### src/rtl/eth_tx_arbiter_pkg.sv
// Shared types and constants for the Ethernet TX channel arbiter.
package eth_tx_arbiter_pkg;

    typedef enum logic [5:0] {
        S_IDLE  = 6'b000001,
        S_GRANT = 6'b000010,
        S_HDR0  = 6'b000100,
        S_HDR1  = 6'b001000,
        S_BODY  = 6'b010000,
        S_GAP   = 6'b100000
    } state_t;

    localparam logic [3:0]  HDR_TAG       = 4'hA;
    localparam logic [10:0] MAX_BURST_DEF = 11'd1470;

endpackage

### src/rtl/eth_tx_arbiter_rr.sv
// Combinational round-robin pick: first requester strictly after ptr, wrapping.
module rr_arbiter #(
    parameter int unsigned N_CH  = 4,
    parameter int unsigned IDX_W = 2
) (
    input  logic [N_CH-1:0]  req,
    input  logic [IDX_W-1:0] ptr,
    output logic [N_CH-1:0]  gnt,
    output logic [IDX_W-1:0] idx
);

    logic             found;
    logic [IDX_W-1:0] cand;

    always_comb begin
        gnt   = '0;
        idx   = '0;
        found = 1'b0;
        cand  = '0;
        for (int unsigned i = 1; i <= N_CH; i++) begin
            cand = IDX_W'((32'(ptr) + i) % N_CH);
            if (!found && req[cand]) begin
                found     = 1'b1;
                gnt[cand] = 1'b1;
                idx       = cand;
            end
        end
    end

endmodule

### src/rtl/eth_tx_arbiter.sv
// Round-robin sharing of the session byte port among capture channels,
// with a tag/sequence header before each burst and a closing gap after it.
module eth_tx_arbiter
    import eth_tx_arbiter_pkg::*;
#(
    parameter int unsigned      N_CH       = 4,
    parameter int unsigned      LEN_W      = 11,
    parameter logic [LEN_W-1:0] MAX_BURST  = MAX_BURST_DEF,
    parameter int unsigned      GAP_CYCLES = 2,
    parameter logic [15:0]      TIMEOUT    = 16'd4096
) (
    input  logic                  i_clk,
    input  logic                  i_rst_n,
    input  logic [N_CH-1:0]       i_req,
    input  logic [N_CH*LEN_W-1:0] i_len,
    output logic [N_CH-1:0]       o_gnt,
    input  logic [N_CH*8-1:0]     i_ch_data,
    input  logic [N_CH-1:0]       i_ch_valid,
    output logic [N_CH-1:0]       o_ch_rd,
    output logic [7:0]            o_data,
    output logic                  o_wr,
    output logic                  o_din,
    input  logic                  i_full,
    output logic                  o_busy,
    output logic [N_CH-1:0]       o_err
);

    localparam int unsigned IDX_W = (N_CH > 2) ? $clog2(N_CH) : 1;

    state_t           state;
    logic [IDX_W-1:0] g, ptr, rr_idx;
    logic [N_CH-1:0]  rr_gnt;
    logic [LEN_W-1:0] len_q, cnt, len_g;
    logic [15:0]      stall, gap_cnt;
    logic [7:0]       seq [N_CH];
    logic [7:0]       data_q, ch_data;
    logic             din_q, ch_valid, in_body, accept;

    rr_arbiter #(
        .N_CH  (N_CH),
        .IDX_W (IDX_W)
    ) u_rr (
        .req (i_req),
        .ptr (ptr),
        .gnt (rr_gnt),
        .idx (rr_idx)
    );

    // Body bytes bypass the output register so the FIFO head streams at full rate.
    assign in_body  = (state == S_BODY);
    assign ch_valid = i_ch_valid[g];
    assign ch_data  = i_ch_data[g*8 +: 8];
    assign len_g    = i_len[g*LEN_W +: LEN_W];
    assign o_din    = in_body ? ch_valid : din_q;
    assign o_data   = in_body ? ch_data : data_q;
    assign accept   = o_wr & o_din & ~i_full;
    assign o_ch_rd  = (in_body && accept) ? o_gnt : '0;

    always_ff @(posedge i_clk or negedge i_rst_n) begin
        if (!i_rst_n) begin
            state   <= S_IDLE;
            g       <= '0;
            ptr     <= IDX_W'(N_CH - 1);
            len_q   <= '0;
            cnt     <= '0;
            stall   <= '0;
            gap_cnt <= '0;
            data_q  <= '0;
            din_q   <= 1'b0;
            o_wr    <= 1'b0;
            o_gnt   <= '0;
            o_busy  <= 1'b0;
            o_err   <= '0;
            for (int unsigned i = 0; i < N_CH; i++) seq[i] <= '0;
        end else begin
            case (state)
                S_IDLE: begin
                    if (|i_req) begin
                        g      <= rr_idx;
                        o_gnt  <= rr_gnt;
                        o_busy <= 1'b1;
                        state  <= S_GRANT;
                    end
                end
                S_GRANT: begin
                    if (len_g == '0) begin
                        o_gnt  <= '0;
                        ptr    <= g;
                        o_busy <= 1'b0;
                        state  <= S_IDLE;
                    end else begin
                        len_q  <= (len_g > MAX_BURST) ? MAX_BURST : len_g;
                        o_wr   <= 1'b1;
                        din_q  <= 1'b1;
                        data_q <= {HDR_TAG, 4'(g)};
                        state  <= S_HDR0;
                    end
                end
                S_HDR0: begin
                    if (accept) begin
                        data_q <= seq[g];
                        state  <= S_HDR1;
                    end
                end
                S_HDR1: begin
                    if (accept) begin
                        din_q  <= 1'b0;
                        data_q <= '0;
                        cnt    <= '0;
                        stall  <= '0;
                        state  <= S_BODY;
                    end
                end
                S_BODY: begin
                    // A stall while the session is full leaves the timeout untouched.
                    if (accept) begin
                        stall <= '0;
                        if (cnt == len_q - LEN_W'(1)) begin
                            seq[g]  <= seq[g] + 8'd1;
                            o_wr    <= 1'b0;
                            gap_cnt <= '0;
                            state   <= S_GAP;
                        end else begin
                            cnt <= cnt + LEN_W'(1);
                        end
                    end else if (!ch_valid) begin
                        if (stall == TIMEOUT - 16'd1) begin
                            o_err[g] <= 1'b1;
                            seq[g]   <= seq[g] + 8'd1;
                            o_wr     <= 1'b0;
                            gap_cnt  <= '0;
                            state    <= S_GAP;
                        end else begin
                            stall <= stall + 16'd1;
                        end
                    end
                end
                S_GAP: begin
                    if (gap_cnt == 16'(GAP_CYCLES - 1)) begin
                        o_gnt  <= '0;
                        ptr    <= g;
                        o_busy <= 1'b0;
                        state  <= S_IDLE;
                    end else begin
                        gap_cnt <= gap_cnt + 16'd1;
                    end
                end
                default: state <= S_IDLE;
            endcase
        end
    end

endmodule

### config.mk
export PLATFORM = sky130hd
export DESIGN_NAME = eth_tx_arbiter
export DESIGN_NICKNAME = d
export VERILOG_FILES = /design/src/rtl/eth_tx_arbiter_pkg.sv /design/src/rtl/eth_tx_arbiter_rr.sv /design/src/rtl/eth_tx_arbiter.sv
export SDC_FILE = /design/constraint.sdc
export NUM_CORES = 1
export LEC_CHECK = 0
export BUFFER_PORTS_ARGS = -buffer_cell sky130_fd_sc_hd__buf_2
export CAP_MARGIN = 20
export CORE_UTILIZATION = 30
export CTS_CLUSTER_DIAMETER = 200
export DETAILED_ROUTE_END_ITERATION = 8
export GPL_TIMING_DRIVEN = 0
export REMOVE_ABC_BUFFERS = 1
export SLEW_MARGIN = 20
export SYNTH_ARGS = -nofsm -noshare
export SYNTH_HDL_FRONTEND = slang
export SYNTH_SLANG_ARGS = --single-unit
### constraint.sdc
create_clock -name i_clk -period 8 [get_ports i_clk]
set_input_delay 0.8 -clock i_clk [delete_from_list [all_inputs] [get_ports i_clk]]
set_output_delay 0.8 -clock i_clk [all_outputs]
set_load 0.05 [all_outputs]
==> summary.txt, run 1 <==
Clock network
  – Post-CTS setup buffer count: 0
  – Root Driver: clkbuf_16
  – H-tree depth: 4
  – Cts hold-fix bufs: 0
  – CTS Buf Count: 17
  – Clk sinks: 115
  – CTS tree: done
  – PostCTS Resize Cnt: 0
  – Worst-skew pair later-pin latency: 0.42 ns
  – Max clock buf depth: 2
  – Clk pin slew, worst setup/hold paths: 0.06 ns

STA
  – Worst relative slew slack: 0.296
  – Final Critical Period: 3.95 ns
  – Count of final setup violators: 0
  – Final hold violations: 0
  – Fin. max-slew vios: 0
  – Setup ws final: 4.05 ns
  – Slew @ Worst Pin: 1.05 ns
  – F_max: 0.253 GHz
  – Setup_tns: 0 ns
  – Clock skew: 0.0101 ns
  – Final period util: 0.493
  – Final hold slack: 0.298 ns
  – Unrepaired setup endpoints after global routing: false

Power
  – Clock power share: 0.310
  – Pwr/cell area: 260 nW/um^2
  – Switching Share: 0.378
  – Leakage: 3.64 nW
  – Psw: 838 uW
  – VDD IR max: 0.151 mV
  – Combinational share of power: 0.342
  – Internal Power: 1.38 mW
  – Flop pwr share: 0.348

Worst setup path
  – CP startpoint: state[3]
  – Crit. End Element: output pin
  – Worst Setup Start Kind: flop
  – CP required: 7.20 ns
  – Critical Setup Path Class: reg -> out
  – Critical path arrival: 3.15 ns
  – CP Max Fanout: 14
  – Reg2reg start: state[3]

Finish
  – ANT cells: 0
  – Fillers: 2330
  – Final instance area: 8510 um^2
  – Reg area: 2890 um^2
  – Layout cells sized above 1: 0.304
  – Final #Nets: 886
  – Area of the multi-input gates: 3980 um^2
  – Layout area overhead: 20.8%
  – Core Util, Final: 0.373

Route
  – DR DRC count: 0
  – Initial DRC Count: 392
  – Detailed-route via count: 5751
  – Final wirelength: 17600 um
  – Post-route ant nets: 0
  – Drt first pass iters: 5
  – WL per Instance: 15.8 um
  – Via density: 5.17

GRT
  – Initial antenna violation count: 0
  – Pin count of the biggest net entering global routing: 79
  – Total grt overflow: 0
  – Gr usage total: 0.154
  – First-pass GRT wire length: 29100 um
  – Vias in the first global route: 5666

Floorplan
  – Die width: 155 um
  – DIE HEIGHT: 155 um
  – # rows: 55
  – Initial cell density of the core: 0.308
  – Area of the core: 22800 um^2
  – IO Pins: 110
  – Die Area: 24100 um^2

Logic synthesis
  – Mean Syn Cell Area: 10.3 um^2
  – Yosys cell types: 70
  – Post-synthesis register bit count: 115
  – Top-area cell type share of the netlist area: 0.398
  – Top-count cell post-synth: dfrtp_1
  – Fraction of registers with async set or reset after synthesis: 1.00
  – List of most frequent post-synthesis cells: dfrtp_1, nand2_1, nor2_1
  – Largest area contributor in the netlist: dfrtp_1
  – Ys Warns: 0
  – Netlist Area Pre-Place: 7050 um^2
  – Ys flop type: dfrtp_1
  – Post-synthesis sequential area ratio: 0.409
  – Number of enable flip-flop cells after synthesis: 0
  – Area contributors post-synth: dfrtp_1, mux4_2, mux2_2
  – Synth Instances: 682

Outcome
  – Status: finished clean

Place
  – Placement Cell Area: 7980 um^2
  – GPL Wtd Cong: 0.817
  – PortBufs: 109
  – Hpwl dp: 12600 um
  – Setup WS pre-CTS: 4.45 ns

Run
  – Max-Cap Viols: 0

Hold path
  – HP Class: in -> async
-- metrics by stage --
step / std cells / total power, mW
global placement: 1074 / 1.50
detailed placement: 1081 / 1.54
finish: 1112 / 2.21
CTS: 1112 / 2.24
floorplan: 652 / 1.29
global route: 1112 / 2.34
-- layer usage --
metal | global-route usage | vias up | part of all wire
li1 | - | 2759 | -
met5 | 0 | - | 0
met3 | 0.0273 | 17 | 0.032
met2 | 0.243 | 124 | 0.47
met1 | 0.210 | 2851 | 0.48
met4 | 0.0588 | 0 | 0.016
-- state kept, by name, summed over array words and instances, names as in the netlist, 4 cells and up --
register / flops
o_gnt: 4
stall: 16
cnt: 11
state: 6
seq: 32
gap_cnt: 16
o_err: 4
data_q: 8
len_q: 11
-- layout by cell type (no fill, tap or decap), drive strengths merged, types with 6 or more instances in the layout --
cell type | netlist | layout
nor3 | 8 | 8
clkbuf | 18 | 18
o22ai | 6 | 6
or4 | 6 | 6
or3 | 9 | 9
o22a | 7 | 7
o31ai | 6 | 6
nand2b | 7 | 7
mux2 | 40 | 40
nand4 | 16 | 16
and2 | 8 | 8
nor2b | 8 | 8
nand3 | 26 | 26
buf | 12 | 116
dfrtp | 112 | 112
a21oi | 26 | 26
xor2 | 27 | 27
nor4 | 11 | 11
xnor2 | 11 | 11
nand2 | 61 | 61
inv | 18 | 23
ha | 12 | 12
mux4 | 30 | 30
a31oi | 11 | 11
mux2i | 6 | 6
and3 | 15 | 15
o21ai | 48 | 48
nor2 | 55 | 55
-- worst max-delay path, cell delays in order (launching register included) --
cell     delay, ns
dfrtp_1       0.44
nor4_2        0.53
nand2_1       0.57
nor2_1        0.71
and2_1        0.22
buf_2         0.26
-- final timing paths --
| check | slack [ns] | cells past startpoint | endpoint |
|---|---|---|---|
| worst max-delay path | 4.05 | 5 | o_ch_rd[2] |
| worst min-delay path | 0.30 | 1 | stall[4] |
| worst max register to register | 4.50 | 7 | cnt[9] |
| worst min register to register | 0.46 | 2 | o_err[0] |
| max in group asynchronous | 6.96 | 2 | ptr[1] |
| min in group i_clk | 0.46 | 2 | o_err[0] |
-- area by class of cell --
cell class	count	share of cell area
Inverter	18	0.00794
Multi-Input combinational cell	519	0.468
Clock inverter	13	0.0122
Tap cell	313	0.0460
Sequential cell	115	0.339
Timing Repair Buffer	116	0.0769
Clock buffer	18	0.0504
-- logic make-up (layout without fill, tap and decap cells) --
group / count (synthesis) / in the layout / synth area share
AND/OR/NAND/NOR: 250 / 250 / 0.188
AO/OA/AOI/OAI: 143 / 143 / 0.136
flip-flops: 115 / 115 / 0.409
multiplexers: 76 / 76 / 0.168
buffers and inverters: 48 / 165 / 0.0305
XOR/XNOR: 38 / 38 / 0.0472
adder cells (fa/ha/maj): 12 / 12 / 0.0213
-- power groups by stage --
stage / logic [mW] / clock network, mW / registers [mW]
after CTS: 0.764 / 0.701 / 0.774
after global placement: 0.665 / 0 / 0.838
final: 0.756 / 0.687 / 0.771
after floorplan: 0.470 / 0 / 0.820
after global routing: 0.824 / 0.725 / 0.789
after detailed placement: 0.761 / 0 / 0.783
Note: power is estimated with default switching activity, not from simulation.
==> run 2: changes to the inputs <==
ABC_AREA = 1   (was unset)
clock period = 3.9 ns   (was 8 ns; I/O delays follow)
==> run 2 against run 1 <==
Net effect: the flow now finishes with violations (negative hold slack); core utilization increased by 0.11 points; global-route usage up 1.7 points; combinational power increased to 3.3 times the previous value; critical path depth up 7; power grew to 2.7 times the previous value; register-to-register slack lost 4.1 ns; via count is 32% higher; synthesized cell count grew 67%; final cell count increased by 42%; first-iteration DRC count grew 18%; worst setup slack worse by 3.6 ns; critical path type is now reg -> reg; critical endpoint is now gap_cnt[1].
==> summary.txt, run 2 <==
Hold path
  – HP Class: in -> async (unchanged)

Power
  – Clock power share: 0.293 (was 0.310)
  – Internal Power: 3.35 mW (was 1.38 mW)
  – Psw: 2.59 mW (was 838 uW)
  – Leakage: 4.62 nW (was 3.64 nW)
  – Combinational share of power: 0.418 (was 0.342)
  – Pwr Total: 5.94 mW (was 2.21 mW)
  – Flop pwr share: 0.289 (was 0.348)
  – VDD IR max: 0.318 mV (was 0.151 mV)
  – Switching Share: 0.436 (was 0.378)
  – Pwr/cell area: 647 nW/um^2 (was 260 nW/um^2)

Clock network
  – Root Driver: clkbuf_16 (unchanged)
  – CTS Buf Count: 17 (unchanged)
  – Worst-skew pair later-pin latency: 0.42 ns (about the same)
  – Cts hold-fix bufs: 0 (unchanged)
  – Post-CTS setup buffer count: 0 (unchanged)
  – Clk sinks: 115 (unchanged)
  – Clk pin slew, worst setup/hold paths: 0.06 ns (about the same)
  – Max clock buf depth: 2 (unchanged)
  – H-tree depth: 4 (unchanged)
  – CTS tree: done (unchanged)

Worst setup path
  – Crit. End Element: flop (was output pin)
  – Worst Setup Start Kind: flop (unchanged)
  – CP Max Fanout: 21 (was 14)
  – CP required: 4.22 ns (was 7.20 ns)
  – Critical Setup Path Class: reg -> reg (was reg -> out)
  – Critical path arrival: 3.81 ns (was 3.15 ns)

GRT
  – Gr usage total: 0.171 (was 0.154)
  – Initial antenna violation count: 0 (unchanged)
  – First-pass GRT wire length: 35800 um (was 29100 um)
  – Pin count of the biggest net entering global routing: 67 (was 79)
  – Total grt overflow: 0 (unchanged)
  – Vias in the first global route: 7164 (was 5666)

Floorplan
  – Initial cell density of the core: 0.308 (about the same)
  – DIE HEIGHT: 161 um (was 155 um)
  – Die Area: 25900 um^2 (was 24100 um^2)
  – Die width: 161 um (was 155 um)
  – # rows: 57 (was 55)
  – Area of the core: 24500 um^2 (was 22800 um^2)
  – IO Pins: 110 (unchanged)

STA
  – Count of final setup violators: 0 (unchanged)
  – Final hold slack: -0.0161 ns (was 0.298 ns)
  – Clock skew: 0.00651 ns (was 0.0101 ns)
  – F_max: 0.287 GHz
  – Final Critical Period: 3.49 ns
  – Fin. max-slew vios: 0 (unchanged)
  – Final hold violations: 49 (was 0)
  – Worst relative slew slack: 0.420 (was 0.296)
  – Setup ws final: 0.410 ns (was 4.05 ns)
  – Final period util: 0.895
  – Unrepaired setup endpoints after global routing: true (was false)
  – Slew @ Worst Pin: 0.868 ns (was 1.05 ns)

Finish
  – Commonest non-fill, non-tap cell in the layout: nand2_1 (was dfrtp_1)
  – Biggest register: seq (unchanged)
  – Max FFs per register: 32 (unchanged)
  – Layout cells sized above 1: 0.140 (was 0.304)
  – Largest registers: seq (32), gap_cnt (16), stall (16) (unchanged)
  – Layout area overhead: 21.1% (was 20.8%)
  – ANT cells: 0 (unchanged)
  – Final #Nets: 1337 (was 886)
  – Fillers: 2637 (was 2330)
  – Commonest non-fill, non-tap cells in the layout: nand2_1, dfrtp_1, buf_2 (was dfrtp_1, buf_2, nand2_1)

Outcome
  – Status: finished, violations left (was finished clean)
  – Failing checks: negative hold slack

Route
  – Detailed-route via count: 7586 (was 5751)
  – Post-route ant nets: 0 (unchanged)
  – Via density: 4.82 (was 5.17)
  – DR DRC count: 0 (unchanged)
  – WL per Instance: 13.7 um (was 15.8 um)
  – Final wirelength: 21500 um (was 17600 um)
  – Initial DRC Count: 462 (was 392)
  – Drt first pass iters: 5 (unchanged)

Logic synthesis
  – Ys Warns: 0 (unchanged)
  – Yosys cell types: 39 (was 70)
  – Synth Instances: 1138 (was 682)
  – List of most frequent post-synthesis cells: nand2_1, dfrtp_1, nand3_1 (was dfrtp_1, nand2_1, nor2_1)
  – Fraction of registers with async set or reset after synthesis: 1.00 (unchanged)
  – Number of enable flip-flop cells after synthesis: 0 (unchanged)
  – Area contributors post-synth: dfrtp_1, nand2_1, nand3_1 (was dfrtp_1, mux4_2, mux2_2)
  – Largest area contributor in the netlist: dfrtp_1 (unchanged)
  – Post-synthesis sequential area ratio: 0.381 (was 0.409)
  – Top-area cell type share of the netlist area: 0.370 (was 0.398)
  – Post-synthesis register bit count: 115 (unchanged)
  – Top-count cell post-synth: nand2_1 (was dfrtp_1)
  – Mean Syn Cell Area: 6.65 um^2 (was 10.3 um^2)
  – Ys flop type: dfrtp_1 (unchanged)
  – Netlist Area Pre-Place: 7570 um^2 (was 7050 um^2)

Place
  – PortBufs: 109 (unchanged)
  – Setup WS pre-CTS: -0.0759 ns (was 4.45 ns)
  – GPL Wtd Cong: 0.838 (was 0.817)
  – Hpwl dp: 15300 um (was 12600 um)

Run
  – Max-Cap Viols: 0 (unchanged)
run 2: area by class of cell:
class / count / area [um^2] / share of cell area
Clock inverter: 13 / 206 / 0.0225
Sequential cell: 115 / 2880 / 0.314
Tap cell: 324 / 405 / 0.0442
Multi-Input combinational cell: 889 / 4190 / 0.457
Inverter: 101 / 379 / 0.0413
Timing Repair Buffer: 114 / 649 / 0.0708
Clock buffer: 19 / 453 / 0.0494
run 2: cell families (layout without fill, tap and decap cells):
| family | after synthesis | count (layout) | synth area share |
|---|---|---|---|
| AO/OA/AOI/OAI | 103 | 104 | 0.0757 |
| XOR/XNOR | 33 | 33 | 0.0382 |
| adder cells (fa/ha/maj) | 12 | 12 | 0.0198 |
| buffers and inverters | 136 | 247 | 0.0708 |
| flip-flops | 115 | 115 | 0.381 |
| multiplexers | 1 | 1 | 0.00132 |
| AND/OR/NAND/NOR | 738 | 739 | 0.413 |
run 2: final timing paths:
| kind | slack (ns) | end | depth (start not counted) | from |
|---|---|---|---|---|
| max | 0.41 | gap_cnt[1] | 12 | state[1] |
| min | -0.02 | stall[9] | 1 | i_rst_n |
| max reg2reg | 0.41 | gap_cnt[1] | 12 | state[1] |
| min reg2reg | 0.47 | seq[24] | 2 | seq[24] |
| max in group asynchronous | 3.19 | ptr[1] | 2 | i_rst_n |
| min in group i_clk | 0.32 | state[0] | 4 | i_req[3] |
run 2: timing repair:
action	CTS	global route
pin swaps	1	1
gates resized for setup	0	1
endpoints found under the setup margin	19	49
cloned	1	1
run 2: critical path, stage by stage (launching register included):
cell	delay, ns
dfrtp_1	0.39
nor2_1	0.20
nand2_1	0.16
nor3_4	0.43
buf_8	0.25
inv_2	0.19
nand2_1	0.11
nand2_1	0.06
inv_2	0.10
nand2_1	0.40
o211ai_1	0.34
nand3_2	0.42
o21ai_0	0.31
run 2: through the flow:
step           hold WS, ns  area [um^2]  TNS (ns)  cells  utilization
2_1_floorplan       0.0944         7410         0   1103            -
3_3_place_gp         0.454         8360    -33.86   1536        0.341
3_5_place_dp         0.447         8490    -0.957   1541        0.346
4_1_cts            0.00320         9160         0   1574        0.373
5_1_grt             0.0323         9170  -0.00709   1575        0.374
6_report           -0.0161         9170         0   1575        0.374
run 2: routing by layer:
metal | wire [um] | vias up | share of wire | global-route usage
li1 | - | 3885 | - | -
met3 | 1080 | 15 | 0.050 | 0.0338
met5 | 0 | - | 0 | 0
met4 | 275 | 0 | 0.013 | 0.0467
met2 | 9920 | 182 | 0.46 | 0.272
met1 | 10300 | 3504 | 0.48 | 0.236
run 2: power by group through the flow:
stage | registers (mW) | clock network [mW] | logic (mW)
global placement | 1.71 | 0 | 2.38
global route | 1.75 | 1.82 | 2.83
floorplan | 1.74 | 0 | 1.66
detailed placement | 1.72 | 0 | 2.48
finish | 1.72 | 1.74 | 2.48
CTS | 1.71 | 1.76 | 2.50
==> run 3: changes to the inputs <==
MAX_ROUTING_LAYER = met4   (was unset)
==> run 3 against run 2 <==
Net effect: the run still ends with negative hold slack left; core utilization unchanged; wire length rose by 0.27%; power is 0.17% higher; first-iteration DRC count is 0.87% lower; clock skew is 0.00055 ns higher; critical endpoint is now seq[30]; highest routed layer unchanged.
==> summary.txt, run 3 (same netlist as run 2, synthesis figures left out) <==
Outcome
  – Status: finished, violations left (unchanged)
  – Failing checks: negative hold slack (unchanged)

Power
  – VDD IR max: 0.321 mV (was 0.318 mV)
  – Leakage: 4.62 nW (unchanged)
  – Pwr Total: 5.95 mW (was 5.94 mW)
  – Pwr/cell area: 648 nW/um^2 (was 647 nW/um^2)

Worst setup path
  – Crit. End Element: flop (unchanged)
  – Critical Setup Path Class: reg -> reg (unchanged)
  – Critical path arrival: 3.80 ns (was 3.81 ns)
  – R2r worst-path depth: 13 (was 12)
  – Worst Setup Start Kind: flop (unchanged)
  – CP Max Fanout: 21 (unchanged)
  – CP required: 4.20 ns (was 4.22 ns)

Place
  – PortBufs: 109 (unchanged)
  – GPL Wtd Cong: 0.851 (was 0.838)
  – Hpwl dp: 15300 um (unchanged)

Finish
  – Core Util, Final: 0.374 (unchanged)
  – Final #Nets: 1337 (unchanged)
  – Layout area overhead: 21.1% (unchanged)
  – Area of the multi-input gates: 4190 um^2 (unchanged)
  – Fillers: 2637 (unchanged)
  – Max FFs per register: 32 (unchanged)
  – Commonest non-fill, non-tap cells in the layout: nand2_1, dfrtp_1, buf_2 (unchanged)
  – Biggest register: seq (unchanged)
  – Reg area: 2880 um^2 (unchanged)
  – Largest registers: seq (32), gap_cnt (16), stall (16) (unchanged)
  – ANT cells: 0 (unchanged)
  – Layout cells sized above 1: 0.140 (unchanged)
  – Commonest non-fill, non-tap cell in the layout: nand2_1 (unchanged)

Clock network
  – CTS Buf Count: 17 (unchanged)
  – Worst-skew pair later-pin latency: 0.42 ns (about the same)
  – Post-CTS setup buffer count: 0 (unchanged)
  – H-tree depth: 4 (unchanged)
  – Root Driver: clkbuf_16 (unchanged)
  – Cts hold-fix bufs: 0 (unchanged)
  – Clk sinks: 115 (unchanged)
  – CTS tree: done (unchanged)
  – Clk pin slew, worst setup/hold paths: 0.06 ns (about the same)
  – Max clock buf depth: 2 (unchanged)

GRT
  – Vias in the first global route: 7147 (was 7164)
  – Total grt overflow: 0 (unchanged)
  – Initial antenna violation count: 0 (unchanged)
  – Pin count of the biggest net entering global routing: 67 (unchanged)
  – Gr usage total: 0.177 (was 0.171)
  – First-pass GRT wire length: 35800 um (about the same)

Floorplan
  – DIE HEIGHT: 161 um (unchanged)
  – Die width: 161 um (unchanged)
  – Area of the core: 24500 um^2 (unchanged)
  – Initial cell density of the core: 0.308 (unchanged)
  – Die Area: 25900 um^2 (unchanged)
  – IO Pins: 110 (unchanged)
  – # rows: 57 (unchanged)

Route
  – Initial DRC Count: 458 (was 462)
  – Via density: 4.81 (was 4.82)
  – Drt first pass iters: 5 (unchanged)
  – Detailed-route via count: 7569 (was 7586)
  – Post-route ant nets: 0 (unchanged)
  – DR DRC count: 0 (unchanged)
  – Final wirelength: 21600 um (was 21500 um)
  – WL per Instance: 13.7 um (about the same)

STA
  – Final Critical Period: 3.50 ns (was 3.49 ns)
  – Unrepaired setup endpoints after global routing: true (unchanged)
  – Worst relative slew slack: 0.412 (was 0.420)
  – Final period util: 0.897 (was 0.895)
  – Fin. max-slew vios: 0 (unchanged)
  – Final hold slack: -0.0178 ns (was -0.0161 ns)
  – Count of final setup violators: 0 (unchanged)
  – F_max: 0.286 GHz (was 0.287 GHz)
  – Slew @ Worst Pin: 0.881 ns (was 0.868 ns)
  – Clock skew: 0.00706 ns (was 0.00651 ns)
  – Final hold violations: 63 (was 49)

Hold path
  – HP Class: in -> async (unchanged)

Run
  – Max-Cap Viols: 0 (unchanged)
==> run 3: metrics by stage <==
step	setup TNS (ns)	hold slack (ns)	std cells	instance area, um^2	worst slack, ns
2_1_floorplan	0	0.0944	1103	7410	0.469
3_3_place_gp	-33.86	0.454	1536	8360	-0.938
3_5_place_dp	-0.957	0.447	1541	8490	-0.0759
4_1_cts	0	0.00320	1574	9160	0.134
5_1_grt	-0.00709	0.0323	1575	9170	-0.00709
6_report	0	-0.0178	1575	9170	0.403
==> run 3: worst paths after layout <==
check,startpoint,end,slack [ns]
max,state[1],seq[30],0.40
min,i_rst_n,stall[9],-0.02
max reg2reg,state[1],seq[30],0.40
min reg2reg,gap_cnt[6],gap_cnt[6],0.47
max in group asynchronous,i_rst_n,ptr[1],3.20
min in group i_clk,i_req[3],state[0],0.32
==> run 3: cell type report <==
| class | count | share of cell area |
|---|---|---|
| Clock buffer | 19 | 0.0494 |
| Clock inverter | 13 | 0.0225 |
| Inverter | 101 | 0.0413 |
| Multi-Input combinational cell | 889 | 0.457 |
| Sequential cell | 115 | 0.314 |
| Tap cell | 324 | 0.0442 |
| Timing Repair Buffer | 114 | 0.0708 |
==> run 3: layer usage <==
layer  vias to the layer above  track usage  share of wire
met3                        19       0.0336          0.046
met5                         -            -              0
li1                       3881            -              -
met1                      3497        0.237           0.48
met2                       172        0.272           0.46
met4                         0       0.0467          0.013
==> run 3: power breakdown <==
part | internal, mW | leakage (nW) | total (mW) | switching [mW]
clock network | 1.16 | 0.307 | 1.75 | 0.581
logic | 0.746 | 2.82 | 2.48 | 1.74
registers | 1.44 | 1.50 | 1.72 | 0.279
total | 3.35 | 4.62 | 5.95 | 2.60
==> run 3: critical path: stages, from the launching register on <==
cell and delay (ns):
dfrtp_1 0.39, nor2_1 0.20, nand2_1 0.16, nor3_4 0.44, buf_8 0.25, inv_2 0.19
nand2_1 0.11, nand2_1 0.06, inv_2 0.11, nand3_2 0.23, o21ai_4 0.56, nand2_1 0.44
nand2_1 0.15, nand2_1 0.06
==> run 3: timing repair <==
| item | in CTS | in global routing |
|---|---|---|
| cloned | 1 | 1 |
| setup endpoints to repair | 19 | 49 |
| resized for setup | 0 | 1 |
| pin swaps | 1 | 1 |
